## config.mk

```make
export PLATFORM = sky130hd
export DESIGN_NAME = tl_ul_buffer
export DESIGN_NICKNAME = d
export VERILOG_FILES = /design/src/rtl/tl_ul_pkg.sv /design/src/rtl/tl_ul_queue.sv /design/src/rtl/tl_ul_buffer.sv
export SDC_FILE = /design/constraint.sdc
export NUM_CORES = 1
export LEC_CHECK = 0
export CORE_UTILIZATION = 35
export CTS_CLUSTER_DIAMETER = 30
export DETAILED_ROUTE_END_ITERATION = 16
export PLACE_DENSITY = 0.66
export SYNTH_ARGS = -nofsm -noshare
export SYNTH_HDL_FRONTEND = slang
export SYNTH_SLANG_ARGS = --single-unit
```

## constraint.sdc

```tcl
create_clock -name clock -period 24.8 [get_ports clock]
set_input_delay 2.48 -clock clock [delete_from_list [all_inputs] [get_ports clock]]
set_output_delay 2.48 -clock clock [all_outputs]
set_load 0.01 [all_outputs]
```

## src/rtl/tl_ul_pkg.sv

```systemverilog
// TileLink-UL shared definitions: opcodes, payload width helpers and default-width payload structs.
package tl_ul_pkg;

  localparam logic [2:0] OP_GET             = 3'd4;
  localparam logic [2:0] OP_PUT_FULL_DATA   = 3'd0;
  localparam logic [2:0] OP_PUT_PARTIAL     = 3'd1;
  localparam logic [2:0] OP_ACCESS_ACK      = 3'd0;
  localparam logic [2:0] OP_ACCESS_ACK_DATA = 3'd1;

  // A: opcode, param, size, source, address, mask, data, corrupt
  function automatic int a_width(int addr_w, int data_w, int source_w, int size_w);
    return 3 + 3 + size_w + source_w + addr_w + data_w / 8 + data_w + 1;
  endfunction

  // D: opcode, param, size, source, denied, data, corrupt
  function automatic int d_width(int data_w, int source_w, int size_w);
    return 3 + 2 + size_w + source_w + 1 + data_w + 1;
  endfunction

  // A zero-depth queue still exposes a 1-bit count tied to zero.
  function automatic int cnt_width(int depth);
    return (depth == 0) ? 1 : $clog2(depth + 1);
  endfunction

  localparam int TL_ADDR_W   = 32;
  localparam int TL_DATA_W   = 32;
  localparam int TL_SOURCE_W = 4;
  localparam int TL_SIZE_W   = 3;
  localparam int TL_MASK_W   = TL_DATA_W / 8;
  localparam int TL_A_W      = a_width(TL_ADDR_W, TL_DATA_W, TL_SOURCE_W, TL_SIZE_W);
  localparam int TL_D_W      = d_width(TL_DATA_W, TL_SOURCE_W, TL_SIZE_W);

  typedef struct packed {
    logic [2:0]             opcode;
    logic [2:0]             param;
    logic [TL_SIZE_W-1:0]   size;
    logic [TL_SOURCE_W-1:0] source;
    logic [TL_ADDR_W-1:0]   address;
    logic [TL_MASK_W-1:0]   mask;
    logic [TL_DATA_W-1:0]   data;
    logic                   corrupt;
  } tl_a_t;

  typedef struct packed {
    logic [2:0]             opcode;
    logic [1:0]             param;
    logic [TL_SIZE_W-1:0]   size;
    logic [TL_SOURCE_W-1:0] source;
    logic                   denied;
    logic [TL_DATA_W-1:0]   data;
    logic                   corrupt;
  } tl_d_t;

endpackage

```

## src/rtl/tl_ul_queue.sv

```systemverilog
// Generic ready/valid FIFO with optional same-cycle flow-through and pipe-when-full;
// DEPTH=0 degenerates to a stateless wire.
module tl_ul_queue
  import tl_ul_pkg::*;
#(
  parameter int WIDTH = 8,
  parameter int DEPTH = 2,
  parameter int FLOW  = 0,
  parameter int PIPE  = 0
) (
  input  logic                          clock,
  input  logic                          reset,
  input  logic                          in_valid,
  output logic                          in_ready,
  input  logic [WIDTH-1:0]              in_bits,
  output logic                          out_valid,
  input  logic                          out_ready,
  output logic [WIDTH-1:0]              out_bits,
  output logic [cnt_width(DEPTH)-1:0]   count
);

  if (DEPTH == 0) begin : g_pass
    logic unused_clk_rst;
    assign unused_clk_rst = clock ^ reset;
    assign out_valid = in_valid;
    assign in_ready  = out_ready;
    assign out_bits  = in_bits;
    assign count     = '0;
  end else begin : g_fifo
    localparam int PTR_W = (DEPTH > 1) ? $clog2(DEPTH) : 1;
    localparam int CNT_W = cnt_width(DEPTH);

    logic [WIDTH-1:0] mem [DEPTH];
    logic [PTR_W-1:0] wr_ptr, rd_ptr;
    logic [CNT_W-1:0] cnt;
    logic             full, empty, enq, deq;

    assign full  = (cnt == CNT_W'(DEPTH));
    assign empty = (cnt == '0);
    assign enq   = in_valid && in_ready;
    assign deq   = out_valid && out_ready;
    assign count = cnt;

    // Handshakes are held off while reset is high so nothing is accepted or consumed.
    always_comb begin
      in_ready  = 1'b0;
      out_valid = 1'b0;
      out_bits  = mem[rd_ptr];
      if (!reset) begin
        in_ready  = !full || (PIPE != 0 && out_ready);
        out_valid = !empty || (FLOW != 0 && in_valid);
      end
      if (FLOW != 0 && empty) out_bits = in_bits;
    end

    // A flow-through bypass advances both pointers together, leaving count untouched.
    always_ff @(posedge clock) begin
      if (reset) begin
        wr_ptr <= '0;
        rd_ptr <= '0;
        cnt    <= '0;
      end else begin
        if (enq) wr_ptr <= (wr_ptr == PTR_W'(DEPTH - 1)) ? '0 : wr_ptr + 1'b1;
        if (deq) rd_ptr <= (rd_ptr == PTR_W'(DEPTH - 1)) ? '0 : rd_ptr + 1'b1;
        if (enq && !deq)      cnt <= cnt + 1'b1;
        else if (deq && !enq) cnt <= cnt - 1'b1;
      end
    end

    always_ff @(posedge clock) begin
      if (enq) mem[wr_ptr] <= in_bits;
    end
  end

endmodule

```

## src/rtl/tl_ul_buffer.sv

```systemverilog
// TileLink-UL link buffer: independent A (request) and D (response) queues between
// a client and a manager, used to cut ready/valid timing paths at fabric crossings.
module tl_ul_buffer
  import tl_ul_pkg::*;
#(
  parameter int ADDR_W   = 32,
  parameter int DATA_W   = 32,
  parameter int SOURCE_W = 4,
  parameter int SIZE_W   = 3,
  parameter int DEPTH_A  = 2,
  parameter int DEPTH_D  = 2,
  parameter int FLOW     = 0,
  parameter int PIPE     = 0
) (
  input  logic                                                 clock,
  input  logic                                                 reset,
  input  logic                                                 in_a_valid,
  output logic                                                 in_a_ready,
  input  logic [a_width(ADDR_W, DATA_W, SOURCE_W, SIZE_W)-1:0] in_a_bits,
  output logic                                                 out_a_valid,
  input  logic                                                 out_a_ready,
  output logic [a_width(ADDR_W, DATA_W, SOURCE_W, SIZE_W)-1:0] out_a_bits,
  input  logic                                                 in_d_valid,
  output logic                                                 in_d_ready,
  input  logic [d_width(DATA_W, SOURCE_W, SIZE_W)-1:0]         in_d_bits,
  output logic                                                 out_d_valid,
  input  logic                                                 out_d_ready,
  output logic [d_width(DATA_W, SOURCE_W, SIZE_W)-1:0]         out_d_bits,
  output logic [cnt_width(DEPTH_A)-1:0]                        a_count,
  output logic [cnt_width(DEPTH_D)-1:0]                        d_count
);

  localparam int A_W = a_width(ADDR_W, DATA_W, SOURCE_W, SIZE_W);
  localparam int D_W = d_width(DATA_W, SOURCE_W, SIZE_W);

  tl_ul_queue #(
    .WIDTH (A_W),
    .DEPTH (DEPTH_A),
    .FLOW  (FLOW),
    .PIPE  (PIPE)
  ) u_a_queue (
    .clock     (clock),
    .reset     (reset),
    .in_valid  (in_a_valid),
    .in_ready  (in_a_ready),
    .in_bits   (in_a_bits),
    .out_valid (out_a_valid),
    .out_ready (out_a_ready),
    .out_bits  (out_a_bits),
    .count     (a_count)
  );

  tl_ul_queue #(
    .WIDTH (D_W),
    .DEPTH (DEPTH_D),
    .FLOW  (FLOW),
    .PIPE  (PIPE)
  ) u_d_queue (
    .clock     (clock),
    .reset     (reset),
    .in_valid  (in_d_valid),
    .in_ready  (in_d_ready),
    .in_bits   (in_d_bits),
    .out_valid (out_d_valid),
    .out_ready (out_d_ready),
    .out_bits  (out_d_bits),
    .count     (d_count)
  );

endmodule

```

Word-level counts from Yosys, hierarchy flattened
Memories as Yosys holds them, arrays and structs flattened. A register that Yosys moved wholly into a read port is not among the register bits.
Index checks and enable logic that the tools add are counted.

word-level totals
  memories = 2
  memory bits (writable) = 256
  register bits after elaboration = 8
  output and inout bits = 136
  word-level logic and storage cells = 58

memories
  name                  depth  width  read ports  clocked after Yosys merged registers in  wr ports  line               text
  u_a_queue.g_fifo.mem  2      82     1           1                                        1         tl_ul_queue.sv:33  logic [WIDTH-1:0] mem [DEPTH];
  u_d_queue.g_fifo.mem  2      46     1           1                                        1         tl_ul_queue.sv:33

cells by class
  equality and inequality tests = 2
  mux-type cells = 20
  add/sub/neg operators = 8
  reduce and logical (&&, ||, !) cells = 20

operators with widths
  kind                 number
  $mux 1               16
  $logic_and 1x1->1    8
  $logic_not 1->1      8
  $mux 2               4
  $add 1x1->1 const B  4
  $add 2x1->2 const B  2
  $eq 2x2->1 const B   2
  $logic_not 2->1      2
  $reduce_bool 2->1    2
  $sub 2x1->2 const B  2

Logic depth before layout (Yosys ltp)
Gate-level depths: netlist of run 1.

  depth after elaboration = 8
  gate-level depth with buffers = 7

Cells and area by module
Synthesis of run 1 repeated with hierarchy kept, for this count alone.

second synthesis, totals
  cells, all modules = 456
  area total of the unflattened synthesis = 9701.8 µm²

modules (own cells, without submodules)
  module                    instances  cells an instance  area an instance (µm²)  seq. area each (µm²)
  tl_ul_queue at u_a_queue  1          284                6149.6                  5024.8
  tl_ul_queue at u_d_queue  1          172                3552.2                  2862.7

Worst setup path before layout of run 1
OpenSTA, ideal clock, no wires.

  path type = input to register
  from = input reset
  to = memory u_a_queue.g_fifo.mem[0][0] (netlist name), enable pin
  buffers on the path = 1
  path slack = 13549 ps
  library setup time = 724 ps
  cell stages on the path = 2
  data arrival time = 10527 ps
  cell sequence = clkbuf_1 nor4_1

between the ends
  word-level cells in the longest chain between the ends = 4

RTL lines
  element                       line                text
  start: declaration            tl_ul_buffer.sv:16  input logic reset,
  $mux 1                        tl_ul_queue.sv:49   if (!reset) begin
  $logic_and 1x1->1             tl_ul_queue.sv:40   assign enq = in_valid && in_ready;
  $mux 1                        tl_ul_queue.sv:71   if (enq) mem[wr_ptr] <= in_bits;
  $mux 1 (not written as such)  tl_ul_queue.sv:71
  end: declaration              tl_ul_queue.sv:33

Every way passes these cells.

Final worst setup path of run 1
  from = input reset
  to = output out_d_valid

between the ends
  word-level cells in the longest chain between the ends = 1

RTL lines
  element           line                text
  $mux 1            tl_ul_queue.sv:49
  end: declaration  tl_ul_buffer.sv:26  output logic out_d_valid,

Every way passes these cells.

==> results of run 1 <==
critical path, delay by kind of cell:
family,cells,cell delay [ns]
buffers and inverters,2,1.32
and+or+nand+nor,1,0.28
flip-flops by register name, summed over array words and instances (netlist names), named ones only:
| name | count |
|---|---|
| u_d_queue.g_fifo.rd_ptr | 1 |
| u_a_queue.g_fifo.rd_ptr | 1 |
| u_d_queue.count | 2 |
| u_a_queue.g_fifo.mem | 164 |
| u_d_queue.g_fifo.mem | 92 |
| u_d_queue.g_fifo.wr_ptr | 1 |
| u_a_queue.g_fifo.wr_ptr | 1 |
| u_a_queue.count | 2 |
per-layer routing:
| layer | part of all wire, % | wire [um] |
|---|---|---|
| met1 | 40 | 8010 |
| met4 | 2.0 | 405 |
| met3 | 13 | 2510 |
| met2 | 45 | 8960 |
| met5 | 0 | 0 |
layout make-up:
cell class	count	share of cell area (%)
multi-input combinational	172	11.6
inverter	2	0.0507
timing repair buffer	276	18.5
tap	372	3.14
clock buffer	56	9.32
clock inverter	44	4.05
sequential	266	53.3
power breakdown:
group	internal (mW)	switching [mW]	total [mW]
sequential	0.523	0.00862	0.532
combinational	0.121	0.0864	0.207
clock	0.532	0.235	0.767
cell families after synthesis:
group	Yosys count	share of synthesized area, %
DFF	266	81.3
muxes	128	14.9
and+or+nand+nor	26	1.34
buffers and inverters	18	1.20
AOI/OAI and AO/OA	10	0.516
xor gates and xnor gates	6	0.542
adders and majority gates	2	0.258
per-stage QoR:
step	instances	utilization [%]
floorplan	456	-
finish	1188	54.6
global placement	1088	47.3
detailed placement	1088	47.3
global route	1188	54.6
CTS	1188	54.6
how the worst max path moves through the flow:
stage               startpoint                                   end
floorplan                reset  u_a_queue.g_fifo.mem[0][0]$_DFFE_PP_
global placement         reset                           out_a_valid
detailed placement       reset                           out_d_valid
CTS                      reset                           out_d_valid
global route             reset                           out_d_valid
finish                   reset                           out_d_valid
Yosys cell counts (all sizes together):
cell	count	area share (%)
nor4	2	0.13
xor2	6	0.54
clkbuf	1	0.039
edfxtp	256	79
nor3	2	0.10
dfxtp	10	2.1
o21ai	6	0.31
mux2	128	15
ha	2	0.26
a21oi	4	0.21
nor2	12	0.46
buf	15	1.1
inv	2	0.077
nor2b	2	0.18
nand2	2	0.077
and2	2	0.13
or3	4	0.26
==> flow_metrics.tcl, run 1 <==
set metrics [dict create \
    cts-htree-levels 2 \
    post-dp-hpwl_mm 12.3 \
    grt_max_degree 72 \
    fmaxAchievable_mhz 152 \
    reg2reg_from "u_a_queue.count[0]$_SDFFE_PP0P_" \
    global_route.usage.met3_pct 7.62 \
    core_region_area_sq_um 27100 \
    timing.final.ws_setup_ns 18.24 \
    slew_at_the_pin_with_the_worst_max_slew_slack_ns 1.01 \
    most-common-layout-cells "sky130_fd_sc_hd__clkdlybuf4s50_1, sky130_fd_sc_hd__edfxtp_1, sky130_fd_sc_hd__mux2_2" \
    root_buffer_cell "sky130_fd_sc_hd__clkbuf_16" \
    die_area_sq_um 28400 \
    globalRouteOverflowTotal 0 \
    worst_skew_pair.late_latency_ns 0.55 \
    synth_fp_nets 592 \
    setup.worst_path.class "in -> out" \
    r2r_end "u_a_queue.g_fifo.mem[1][20]$_DFFE_PP_" \
    nNetsFinal 908 \
    starting_density_of_the_core_pct 35.8 \
    synth_seq_cells 266 \
    detail_route.iter0.violations 175 \
    cellPowerDensity_nw_per_um2 102 \
    drive_above_1_share_pct 29.2 \
    yosys_warnings 0 \
    critical-path-top-cell-by-count "sky130_fd_sc_hd__clkdlybuf4s50_1" \
    initial_antenna_violation_count 1 \
    synth_area_per_cell_sq_um 21.3 \
    hold_class "reg -> reg" \
    post-route-min-period_ns 6.56 \
    critical-path-max-stage-delay_ns 0.75 \
    mappedNetlistArea_sq_um 9700 \
    die_height_um 169 \
    worst_setup_hold_path_clk_slew_ns 0.05 \
    timing.critical_path.required_ns 22.32 \
    final_common_cell "sky130_fd_sc_hd__clkdlybuf4s50_1" \
    overall_track_demand_over_capacity_in_global_routing_pct 13.7 \
    cts_repair_resize_count 0 \
    ys_seq_area_share_pct 81.3 \
    critical_path.cell_chain "clkdlybuf4s50_1 -> nor2_1 -> clkdlybuf4s50_1" \
    layout-area-overhead-vs-synth_pct 52.6 \
    cts-buffers-inserted 54 \
    final_area_sq_um 14800 \
    pre_cts_ws_ns 18.24 \
    detailroute.via_count 5259 \
    grt_first_pass_wirelength_mm 30.0 \
    startpoint_type "input pin" \
    grt_busiest_layer "met2" \
    num_antenna_cells 0 \
    final_hold_viol_count 0 \
    hold-path-cell-count 2 \
    p_leak_nw 5.03 \
    worstRegToRegCells 4 \
    cts_sinks 266 \
    worst_hold_slack_ns 0.493 \
    cts_hold_buffers 0 \
    worst-path-max-fanout 18 \
    finalWirelength_mm 19.9 \
    timing.critical_path.arrival_ns 4.08 \
    io_buffers 269 \
    slowest_stage "sky130_fd_sc_hd__clkdlybuf4s50_1" \
    first_global_vias 5624 \
    tritonroute_pass_1_iters 4 \
    largest_buffer_count_on_any_clock_path 3 \
    timing.slew.headroom_pct 32.7 \
    ff2ff_setup_slack_ns 22.44 \
    fp.dieW_um 169 \
    sequential_cell_area_sq_um 7890 \
    peak_ir_drop_on_the_vdd_network_mv 0.0642 \
    timing.final.crit_share_pct 26.4 \
    multiInputGateArea_sq_um 1720 \
    timing.setup.tns_ns 0 \
    timing.max_cap.violations 0 \
    post-layout-total-power_mw 1.51 \
    result_of_the_run "finished, final reports clean" \
    avgRoutedWirePerCell_um 16.7 \
    cp_capture_type "output port" \
    maxSlewViolCount 0 \
    postSynthCellCount 456 \
    routed_via_density 4.43 \
    groute.layer.met1.usage_pct 15.5 \
    synth.distinct_cells 18 \
    final-setup-viol-count 0 \
    place_congestion 0.703 \
    remaining_antenna_violation_count 0 \
    setup_bufs_post_cts 0 \
    io-pin-count 270 \
    groute.layer.met2.usage_pct 21.7 \
    placement.cell_area_sq_um 12800 \
    hold_path_startpoint "u_a_queue.g_fifo.rd_ptr$_SDFFE_PP0P_" \
    core.rowCount 60 \
    tritoncts "yes" \
    fillers 2115 \
    remaining_drc_errors 0 \
    fin_worst_skew_ns 0.0186 \
    setup_repair_after_global_routing_missed_its_margin "no" \
]
Power figures use the tool's default switching activity.
==> inputs of run 2 (changes only) <==
- PLACE_DENSITY: 0.66 -> 0.69
- clock period: 24.8 -> 6 ns (I/O delays scaled with it)
==> flow_metrics.tcl, run 2 (synthesis gave the netlist of run 1 again) <==
set metrics [dict create \
    cts-htree-levels 2 \
    worstRegToRegCells 4 \
    timing.setup.tns_ns 0 \
    die_area_sq_um 28400 \
    root_buffer_cell "sky130_fd_sc_hd__clkbuf_16" \
    detailroute.via_count 5293 \
    tritoncts "yes" \
    num_antenna_cells 0 \
    slew_at_the_pin_with_the_worst_max_slew_slack_ns 0.983 \
    p_leak_nw 5.04 \
    timing.final.ws_setup_ns 2.64 \
    final-setup-viol-count 0 \
    path_delay_family "buffers and inverters" \
    pre_cts_ws_ns 2.61 \
    timing.slew.headroom_pct 34.5 \
    post-route-min-period_ns 3.36 \
    setup.worst_path.class "reg -> out" \
    timing.final.crit_share_pct 55.9 \
    setup_repair_after_global_routing_missed_its_margin "no" \
    core_region_area_sq_um 27100 \
    layoutNonFillerInstCount 1187 \
    worst-path-max-fanout 70 \
    critical_path_cell_count 3 \
    fp.dieW_um 169 \
    drive_above_1_share_pct 28.6 \
    max_ffs_per_register 164 \
    critical-path-max-stage-delay_ns 0.79 \
    biggestRegsByFlops "u_a_queue.g_fifo.mem: 164 flops, u_d_queue.g_fifo.mem: 92 flops" \
    remaining_drc_errors 0 \
    largest_register "u_a_queue.g_fifo.mem" \
    post-dp-hpwl_mm 13.1 \
    cts_hold_buffers 0 \
    timing.max_cap.violations 0 \
    starting_density_of_the_core_pct 35.8 \
    startpoint_type "flop" \
    slowest_stage "sky130_fd_sc_hd__buf_4" \
    cellPowerDensity_nw_per_um2 418 \
    die_height_um 169 \
    fillers 2125 \
    core.rowCount 60 \
    cts_sinks 266 \
    globalRouteOverflowTotal 0 \
    worstSetupEndpoint "out_a_bits[16]" \
    first_global_vias 5691 \
    timing.critical_path.required_ns 5.40 \
    io-pin-count 270 \
    avgRoutedWirePerCell_um 17.4 \
    initial_antenna_violation_count 2 \
    critical_path.n_buffers_inverters 2 \
    result_of_the_run "finished, final reports clean" \
    maxSlewViolCount 0 \
    setup_bufs_post_cts 0 \
    largest_buffer_count_on_any_clock_path 3 \
    cts_repair_resize_count 0 \
    tritonroute_pass_1_iters 4 \
    most-common-layout-cells "sky130_fd_sc_hd__clkdlybuf4s50_1, sky130_fd_sc_hd__edfxtp_1, sky130_fd_sc_hd__mux2_2" \
    finalWirelength_mm 20.7 \
    nNetsFinal 908 \
    detail_route.iter0.violations 259 \
    fin_worst_skew_ns 0.00925 \
    ff2ff_setup_slack_ns 3.62 \
    remaining_antenna_violation_count 0 \
    grt_max_degree 71 \
    place_congestion 0.694 \
    cp_capture_type "output port" \
    fmaxAchievable_mhz 298 \
    r2r_end "u_a_queue.g_fifo.mem[1][4]$_DFFE_PP_" \
    worst_skew_pair.late_latency_ns 0.53 \
    grt_first_pass_wirelength_mm 30.9 \
    critical_path.cell_chain "buf_4 -> mux2_2 -> clkdlybuf4s50_1" \
    cts-buffers-inserted 54 \
    timing.critical_path.arrival_ns 2.76 \
    final_hold_viol_count 0 \
    io_buffers 269 \
    placed_cells 1088 \
    peak_ir_drop_on_the_vdd_network_mv 0.251 \
    hold-path-cell-count 2 \
    hold_class "reg -> reg" \
    routed_via_density 4.46 \
    final_common_cell "sky130_fd_sc_hd__clkdlybuf4s50_1" \
    reg2reg_from "u_a_queue.count[0]$_SDFFE_PP0P_" \
    worst_setup_hold_path_clk_slew_ns 0.05 \
    overall_track_demand_over_capacity_in_global_routing_pct 14.3 \
    layout-area-overhead-vs-synth_pct 52.3 \
]
==> run 2: how the worst min path moves through the flow <==
stage                                         startpoint                                   end  slack [ns]
floorplan           u_d_queue.g_fifo.wr_ptr$_SDFFE_PP0P_  u_d_queue.g_fifo.wr_ptr$_SDFFE_PP0P_        0.47
global placement    u_d_queue.g_fifo.wr_ptr$_SDFFE_PP0P_  u_d_queue.g_fifo.wr_ptr$_SDFFE_PP0P_        0.49
detailed placement  u_d_queue.g_fifo.rd_ptr$_SDFFE_PP0P_  u_d_queue.g_fifo.rd_ptr$_SDFFE_PP0P_        0.49
CTS                 u_a_queue.g_fifo.rd_ptr$_SDFFE_PP0P_                                  flop        0.51
global route        u_a_queue.g_fifo.rd_ptr$_SDFFE_PP0P_                                  flop        0.54
finish              u_a_queue.g_fifo.rd_ptr$_SDFFE_PP0P_                                  flop        0.50
==> run 2: metal layers <==
metal | vias to the layer above | global-route usage (%) | part of all wire (%)
met5 | - | 0 | 0.12
met4 | 4 | 4.86 | 1.8
met3 | 37 | 7.93 | 12
met2 | 264 | 23.3 | 46
met1 | 2535 | 15.7 | 39
li1 | 2453 | - | -
==> run 2: area by class of cell <==
| class | instances | area, sq um | area share [%] |
|---|---|---|---|
| clock buffer | 60 | 1440 | 9.73 |
| sequential | 266 | 7890 | 53.4 |
| inverter | 2 | 7.51 | 0.0508 |
| multi-input combinational | 172 | 1720 | 11.7 |
| timing repair buffer | 276 | 2750 | 18.6 |
| clock inverter | 39 | 503 | 3.40 |
| tap | 372 | 465 | 3.15 |
==> run 2: worst register-to-register path, stage by stage (launching register included) <==
cell                      delay [ns]
sky130_fd_sc_hd__dfxtp_1        0.45
sky130_fd_sc_hd__nor2b_2        0.12
sky130_fd_sc_hd__nor3_1         0.21
sky130_fd_sc_hd__and2_4         0.61
sky130_fd_sc_hd__buf_4          0.60
==> run 2: report_power, final <==
part,total (mW),internal [mW],switching (mW)
combinational,0.865,0.500,0.365
sequential,2.20,2.16,0.0366
clock,3.12,2.19,0.929
==> run 2: through the flow <==
step	hold WS (ns)	total power, mW	utilization, %	instance area [sq um]
floorplan	0.467	2.64	-	9710
finish	0.502	6.18	54.5	14800
global route	0.538	6.40	54.5	14800
detailed placement	0.493	3.11	47.4	12800
global placement	0.492	3.10	47.4	12800
CTS	0.506	6.26	54.5	14800
